==> src/rtl/sort_checker_pkg.sv <==
// Shared types and constants for the sort_checker stream checker.
package sort_checker_pkg;

  // Receive FSM states.
  typedef enum logic [1:0] {
    IDLE_S   = 2'd0,
    RECV_S   = 2'd1,
    REPORT_S = 2'd2
  } state_e;

  // Sink backpressure patterns selected by ready_mode_i.
  typedef enum logic [1:0] {
    RDY_ALWAYS = 2'd0,
    RDY_ALT    = 2'd1,
    RDY_LFSR   = 2'd2,
    RDY_NEVER  = 2'd3
  } ready_mode_e;

  // LFSR seed and tap mask for x^8+x^6+x^5+x^4+1 (state bits 7,5,4,3).
  localparam logic [7:0] LFSR_SEED = 8'hA5;
  localparam logic [7:0] LFSR_TAPS = 8'hB8;

  // Fibonacci step: shift left, feedback is XOR of tapped bits.
  function automatic logic [7:0] lfsr_next(input logic [7:0] cur);
    return {cur[6:0], ^(cur & LFSR_TAPS)};
  endfunction

endpackage

==> src/rtl/sort_checker_lfsr.sv <==
// 8-bit Fibonacci LFSR used as a pseudo-random backpressure source.
module sort_checker_lfsr
  import sort_checker_pkg::*;
(
  input  logic clk_i,
  input  logic rst_n_i,
  input  logic en_i,
  output logic lfsr_bit_o
);

  logic [7:0] lfsr_q;
  logic [7:0] lfsr_d;

  // Next LFSR value; hold when not enabled.
  always_comb begin
    lfsr_d = lfsr_q;
    if (en_i) begin
      lfsr_d = lfsr_next(lfsr_q);
    end
  end

  // LFSR state register, seeded on reset.
  always_ff @(posedge clk_i or negedge rst_n_i) begin
    if (!rst_n_i) begin
      lfsr_q <= LFSR_SEED;
    end else begin
      lfsr_q <= lfsr_d;
    end
  end

  assign lfsr_bit_o = lfsr_q[0];

endmodule

==> config.mk <==
export PLATFORM = sky130hd
export DESIGN_NAME = sort_checker_lfsr
export DESIGN_NICKNAME = d
export VERILOG_FILES = /design/src/rtl/sort_checker_pkg.sv /design/src/rtl/sort_checker_lfsr.sv
export SDC_FILE = /design/constraint.sdc
export NUM_CORES = 1
export LEC_CHECK = 0
export ABC_AREA = 1
export CORE_MARGIN = 1
export CORE_UTILIZATION = 25
export CTS_BUF_LIST = sky130_fd_sc_hd__clkbuf_4 sky130_fd_sc_hd__clkbuf_8
export CTS_CLUSTER_SIZE = 16
export DETAILED_ROUTE_END_ITERATION = 8
export PLACE_DENSITY = 0.5
export SETUP_SLACK_MARGIN = 0.3
export SYNTH_ARGS = -nofsm -noshare
export SYNTH_HDL_FRONTEND = slang
export SYNTH_SLANG_ARGS = --single-unit
==> constraint.sdc <==
create_clock -name clk_i -period 1.01 [get_ports clk_i]
set_input_delay 0.303 -clock clk_i [delete_from_list [all_inputs] [get_ports clk_i]]
set_output_delay 0.303 -clock clk_i [all_outputs]
set_load 0.05 [all_outputs]
Word level (Yosys, flattened, before mapping)
Cells that the tools add are included.

word-level totals
  register bits after elaboration = 8
  latch bits = 0
  memory bits (writable) = 0
  bits in read-only memories = 0
  word-level logic and storage cells = 2
  memories = 0

operators by class
  add/subtract/negate cells = 0
  multiply operators = 0
  divide/modulo/power cells = 0
  $lt $le $gt $ge = 0
  equal/unequal tests = 0
  shift operators = 0
  muxes and demuxes = 0
  bitwise gates (word level) = 0
  reduce and logical (&&, ||, !) cells = 1

operator list
  kind                 number
  XOR reduction 8 bit  1

Depth between registers and ports, before layout
Gate-level depths: netlist of run 1.

  depth after elaboration = 1
  mapped depth = 6

Worst setup path before layout of run 1
No wires, ideal clock.

  kind = reg2out
  start point = register lfsr_q[0]
  end point = output port lfsr_bit_o
  data arrival time = 0.672 ns
  slack = 0.035 ns
  cell stages (with the launch flop) = 1
  path through = dfstp_2

RTL lines
  what                    line                     text
  from (decl)             sort_checker_lfsr.sv:11  logic [7:0] lfsr_q;
  from (signal assigned)  sort_checker_lfsr.sv:27  lfsr_q <= lfsr_d;
  to (decl)               sort_checker_lfsr.sv:8   output logic lfsr_bit_o

No word-level cell between the ends.

Worst setup path in the final report of run 1
  start point = register lfsr_q[0]
  end point = output port lfsr_bit_o

No word-level cell between the ends.

==> results of run 1 <==
per-layer routing:
layer | part of all wire | up-vias | wire length [µm]
met5 | 0 | - | 0
met4 | 0.029 | 0 | 19
met3 | 0.021 | 2 | 14
met2 | 0.40 | 3 | 262
met1 | 0.55 | 122 | 359
li1 | - | 168 | -
final timing paths:
check / startpoint / to / slack, ns / depth (start not counted)
worst min-delay path: rst_n_i / lfsr_q[6] / 0.32 / 2
worst max register to register: lfsr_q[7] / lfsr_q[0] / 0.04 / 6
worst min register to register: lfsr_q[1] / lfsr_q[2] / 0.48 / 2
worst max-delay path: lfsr_q[0] / lfsr_bit_o / -0.24 / 1
max in group asynchronous: rst_n_i / lfsr_q[2] / 0.47 / 2
min in group clk_i: lfsr_q[1] / lfsr_q[2] / 0.48 / 2
Yosys cell counts:
cell type / count
o21ai_0: 7
nand2_2: 1
nor2_1: 2
clkbuf_8: 1
inv_1: 6
inv_2: 1
nand3_1: 1
dfstp_2: 4
dfrtp_1: 4
nand2_1: 19
power groups by stage:
| stage | sequential, mW | combinational, mW | clock [mW] |
|---|---|---|---|
| 6_report | 0.514 | 0.489 | 0.241 |
| 2_1_floorplan | 0.555 | 0.166 | 0 |
| 4_1_cts | 0.508 | 0.436 | 0.262 |
| 5_1_grt | 0.524 | 0.539 | 0.282 |
| 3_5_place_dp | 0.511 | 0.373 | 0 |
| 3_3_place_gp | 0.512 | 0.375 | 0 |
stage by stage:
step / setup TNS (ns) / util / total power, mW
finish: -0.2366 / 0.3996 / 1.244
global route: -0.2959 / 0.3996 / 1.345
CTS: -0.2517 / 0.3743 / 1.206
detailed placement: -1.271 / 0.3340 / 0.8840
global placement: -1.216 / 0.3340 / 0.8867
floorplan: 0 / - / 0.7204
what timing repair did:
item,CTS,global route
gates resized for setup,8,9
setup endpoints to repair,9,9
setup buffers,2,2
hold buffers,0,0
pin swaps,5,4
logic make-up after synthesis:
group / after synthesis
AOI/OAI and AO/OA: 7
buffers and inverters: 8
DFF: 8
and+or+nand+nor: 23
layout make-up:
| type | instances | area share |
|---|---|---|
| clock buffers | 3 | 0.04225 |
| flip-flops and latches | 8 | 0.3850 |
| repair buffers | 11 | 0.2066 |
| multi-input cells | 30 | 0.2817 |
| inverters | 7 | 0.04930 |
| well taps | 15 | 0.03521 |
==> results.md, run 1 <==
- Net Switching: 0.4193 mW
- Io pins: 4
- Crit path DAT: 0.94 ns
- Buf/Inv on CP: 1
- Gate power share: 0.393
- CTS Root Cell: clkbuf_4
- GRT busiest layer: met2
- Die width: 40.49 µm
- Initial antenna violation count: 0
- Global-route wire length before repair: 1104 µm
- Cell Pwr Density: 2334 nW/µm²
- Biggest regs: lfsr_q: 8 flops
- Worst setup EP type: output port
- Cell Area, Synth: 370.4 µm²
- Sequential Area: 205.2 µm²
- Pint: 0.8249 mW
- Critical Path RT: 0.71 ns
- Nets@finish: 64
- # rows: 13
- Starting Density: 0.2777
- Startpoint Class: flip-flop
- RePlAce Congestion: 0.6734
- Die area: 1639 µm²
- Final wirelength: 655 µm
- H-tree levels: 1
- Filler cells: 146
- Largest fanout on the critical path: 2
- Tcrit/Tclk final: 1.234
- GRT met2 Usage: 0.1667
- Synthesized-area fraction occupied by ao, oa, aoi and oai cells: 0.09459
- Clk pwr share: 0.194
- Pleak: 0.2649 nW
- DR pass1 iterations: 2
- Clock latency on the worst-skew pair: 0.25 ns
- Crit-path leading delay family: flip-flops
- DRC viols: 0
- Commonest non-fill, non-tap cell in the layout: nand2_1
- Slew @ Worst Pin: 0.1559 ns
- Final ANT Viol Nets: 0
- Sequential share of power: 0.413
- Syn Nets: 49
- Final Critical Period: 1.247 ns
- Largest stage delay, worst path: 0.55 ns
- Area of placed instances: 445.4 µm²
- Final instance area: 533.0 µm²
- Slowest cell on crit path: dfstp_2
- Routed vias: 295
- Leading area contributor after synthesis: dfstp_2
- Placed Instances: 67
- Seq/Total Area, Yosys: 0.5541
- Clock sinks: 8
- DIE HEIGHT: 40.49 µm
- CP Cell Sequence: buf_12
- Syn Inst Count: 46
- Drt wl/cell: 8.851 µm
- Avg Synthesized Cell Area: 8.051 µm²
- GRT Overall Usage: 0.1093
- Synth Area in Simple Gates: 0.2432
- Setup CP Type: flip-flop to output port
- Final HPWL DP: 461.4 µm
- Footprint of the multi-input gates: 150.1 µm²
- Largest net degree at the start of global routing: 10
- Setup WS post-layout: -0.2366 ns
- Peak VDD IR: 0.7667 mV
- Combinational family with the most area after synthesis: simple AND/OR/NAND/NOR gates
- RSZ-0062 raised after global routing: true
- Top reg by flops: lfsr_q
- Portion of netlist area occupied by mux cells: 0
- Slew HR: 0.8960
- Remaining Overflow, GRT: 0
- Unique masters post-synth: 10
- Violated checks: negative setup slack
- Synth Area in Adders: 0
- Met1 Use GR: 0.1297
- Max-slew violations: 0
- Iter 0 DRT Violations: 5
- Max Fclk: 802.2 MHz
- Met3 usage: 0.01667
- Synthesis-to-finish area growth: 43.92%
- Run status: finished with violations
- Via count of the first global-routing pass: 293
- Synth warnings: 0
- N_diodes: 0
- I/O Buffers: 3
- Layout Skew: 0.004578 ns
- Largest register FFs: 8
- Final Hold Viols: 0
- Commonest cells after routing, fill and taps aside: 17 x nand2_1, 5 x inv_2, 5 x buf_4
- Worst Hold Class: input pin to async pin
- Switching share of power: 0.3370
- Post-Synth XOR/XNOR Area: 0
- Dominant cells by area after synthesis: dfstp_2 28%, dfrtp_1 27%, nand2_1 19%, o21ai_0 9.5%, inv_1 6.1%
- TritonCTS clock tree: yes
- Pre-CTS worst setup slack: -0.1880 ns
- Worst Hold Slack: 0.3228 ns
- Yosys reg bits: 8
- Max-Cap Viols: 0
- CTS Buf Count: 3
- Deepest clock path buffer count: 2
- Share of layout cells above drive strength 1: 0.4915
- DR vias/cell: 3.986
- Core ar.: 1334 µm²
- Fin cells: 74
- Synth top area share: 0.2838
- Worst-path clk slew: 0.05 ns
- # setup viols final: 1
(Power assumes the default switching activity.)
==> inputs of run 2 (changes only) <==
CAP_MARGIN = 20   (was unset)
CORE_MARGIN = unset   (was 1)
RECOVER_POWER = 50   (was unset)
==> results.md, run 2 (synthesis results as in run 1) <==
- Run status: finished with violations (unchanged)
- Violated checks: negative setup slack (unchanged)
- Remaining Overflow, GRT: 0 (unchanged)
- TritonCTS clock tree: yes (unchanged)
- Die area: 1639 µm² (unchanged)
- TNS Setup: -0.2365 ns (was -0.2366 ns)
- Clock latency on the worst-skew pair: 0.25 ns (about the same)
- Final Critical Period: 1.247 ns (about the same)
- Slew HR: 0.7216 (was 0.8960)
- Peak VDD IR: 0.7661 mV (was 0.7667 mV)
- Pre-CTS worst setup slack: -0.1880 ns (unchanged)
- Crit-path leading delay family: flip-flops (unchanged)
- Gate power share: 0.392 (was 0.393)
- Biggest regs: lfsr_q: 8 flops (unchanged)
- Max Fclk: 802.2 MHz (about the same)
- Commonest non-fill, non-tap cell in the layout: nand2_1 (unchanged)
- CTS Buf Count: 3 (unchanged)
- Global-route wire length before repair: 1104 µm (unchanged)
- Max-slew violations: 0 (unchanged)
- DIE HEIGHT: 40.49 µm (unchanged)
- Final Hold Viols: 0 (unchanged)
- Nets@finish: 64 (unchanged)
- Sequential share of power: 0.414 (was 0.413)
- Clk pwr share: 0.194 (about the same)
- Slew @ Worst Pin: 0.4176 ns (was 0.1559 ns)
- Synthesis-to-finish area growth: 42.91% (was 43.92%)
- Worst setup EP type: output port (unchanged)
- Critical Path RT: 0.71 ns (about the same)
- Switching share of power: 0.3373 (was 0.3370)
- Crit path DAT: 0.94 ns (about the same)
- Met1 Use GR: 0.1297 (unchanged)
- GRT Overall Usage: 0.1093 (unchanged)
- Met3 usage: 0.01667 (unchanged)
- Routed vias: 294 (was 295)
- Iter 0 DRT Violations: 5 (unchanged)
- RSZ-0062 raised after global routing: true (unchanged)
- Final HPWL DP: 461.4 µm (unchanged)
- Final ANT Viol Nets: 0 (unchanged)
- Setup WS post-layout: -0.2365 ns (was -0.2366 ns)
- Via count of the first global-routing pass: 293 (unchanged)
- Largest net degree at the start of global routing: 10 (unchanged)
- Startpoint Class: flip-flop (unchanged)
- Die width: 40.49 µm (unchanged)
- Tcrit/Tclk final: 1.234 (about the same)
- GRT busiest layer: met2 (unchanged)
- Largest register FFs: 8 (unchanged)
- Setup CP Type: flip-flop to output port (unchanged)
- Cell Pwr Density: 2345 nW/µm² (was 2334 nW/µm²)
- Core ar.: 1334 µm² (unchanged)
- DR pass1 iterations: 2 (unchanged)
- GRT met2 Usage: 0.1667 (unchanged)
- Final wirelength: 653 µm (was 655 µm)
- N_diodes: 0 (unchanged)
- # rows: 13 (unchanged)
- DRC viols: 0 (unchanged)
- RePlAce Congestion: 0.6734 (unchanged)
- Post-CTS Hold Buffers: 0 (unchanged)
- Net Switching: 0.4187 mW (was 0.4193 mW)
- Share of layout cells above drive strength 1: 0.4746 (was 0.4915)
- Clock sinks: 8 (unchanged)
- Io pins: 4 (unchanged)
- Starting Density: 0.2777 (unchanged)
- Worst Hold Class: flip-flop to flip-flop (was input pin to async pin)
- Slowest cell on crit path: dfstp_2 (unchanged)
- CP Cell Sequence: buf_12 (unchanged)
- I/O Buffers: 3 (unchanged)
- Largest fanout on the critical path: 2 (unchanged)
- CTS Root Cell: clkbuf_4 (unchanged)
- Initial antenna violation count: 0 (unchanged)
- Worst-path clk slew: 0.05 ns (about the same)
- Commonest cells after routing, fill and taps aside: 17 x nand2_1, 5 x inv_2 (was 17 x nand2_1, 5 x inv_2, 5 x buf_4)
- Buf/Inv on CP: 1 (unchanged)
- Pleak: 0.2616 nW (was 0.2649 nW)
- Largest stage delay, worst path: 0.55 ns (about the same)
- Top reg by flops: lfsr_q (unchanged)
- Pint: 0.8224 mW (was 0.8249 mW)
- H-tree levels: 1 (unchanged)
- Drt wl/cell: 8.824 µm (was 8.851 µm)
- Worst Hold Slack: 0.4763 ns (was 0.3228 ns)
- DR vias/cell: 3.973 (was 3.986)
- Layout Skew: 0.004997 ns (was 0.004578 ns)
- # setup viols final: 1 (unchanged)
- Max-Cap Viols: 0 (unchanged)
- Deepest clock path buffer count: 2 (unchanged)
[run 2: cell count changes in the layout (fill, tap and decap cells not counted), sizes merged]
| cell | before | now |
|---|---|---|
| clkdlybuf4s50 | 1 | 0 |
| dlygate4sd3 | 0 | 1 |
| clkbuf | 3 | 4 |
| buf | 9 | 8 |
[run 2: path summary, 6_finish.rpt]
path,from,to,slack [ns],cells after the start
max,lfsr_q[0],lfsr_bit_o,-0.24,1
min,lfsr_q[1],lfsr_q[2],0.48,2
max reg2reg,lfsr_q[7],lfsr_q[0],0.04,6
min reg2reg,lfsr_q[1],lfsr_q[2],0.48,2
max in group asynchronous,rst_n_i,lfsr_q[2],0.19,2
min in group asynchronous,rst_n_i,lfsr_q[6],0.49,2
[run 2: per-stage QoR]
stage          power, mW  instance area (µm²)  utilization  cells
6_report           1.241                529.3       0.3968     74
5_1_grt            1.342                529.3       0.3968     74
4_1_cts            1.206                499.2       0.3743     72
3_5_place_dp      0.8840                445.4       0.3340     67
3_3_place_gp      0.8867                445.4       0.3340     67
2_1_floorplan     0.7204                370.4            -     46
[run 2: timing repair]
item                       4_1_cts  5_1_grt
buffers inserted                 2        2
setup endpoints to repair        9        9
gates resized for setup          8        9
pin swaps                        5        4
[run 2: final cells by class]
type | count | area (µm²)
Fill cell | 145 | 804.5
Sequential cell | 8 | 205.2
Multi-Input combinational cell | 30 | 150.1
Timing Repair Buffer | 11 | 106.4
Inverter | 7 | 26.28
Clock buffer | 3 | 22.52
Tap cell | 15 | 18.77
[run 2: per-layer routing]
layer  part of all wire  wire [µm]
met1               0.55        358
met4              0.029         19
met2               0.40        261
met3              0.021         14
met5                  0          0
[run 2: power groups by stage]
stage	logic (mW)	registers, mW	clock network (mW)
finish	0.487	0.514	0.241
global route	0.536	0.524	0.282
CTS	0.436	0.508	0.262
detailed placement	0.373	0.511	0
global placement	0.375	0.512	0
floorplan	0.166	0.555	0
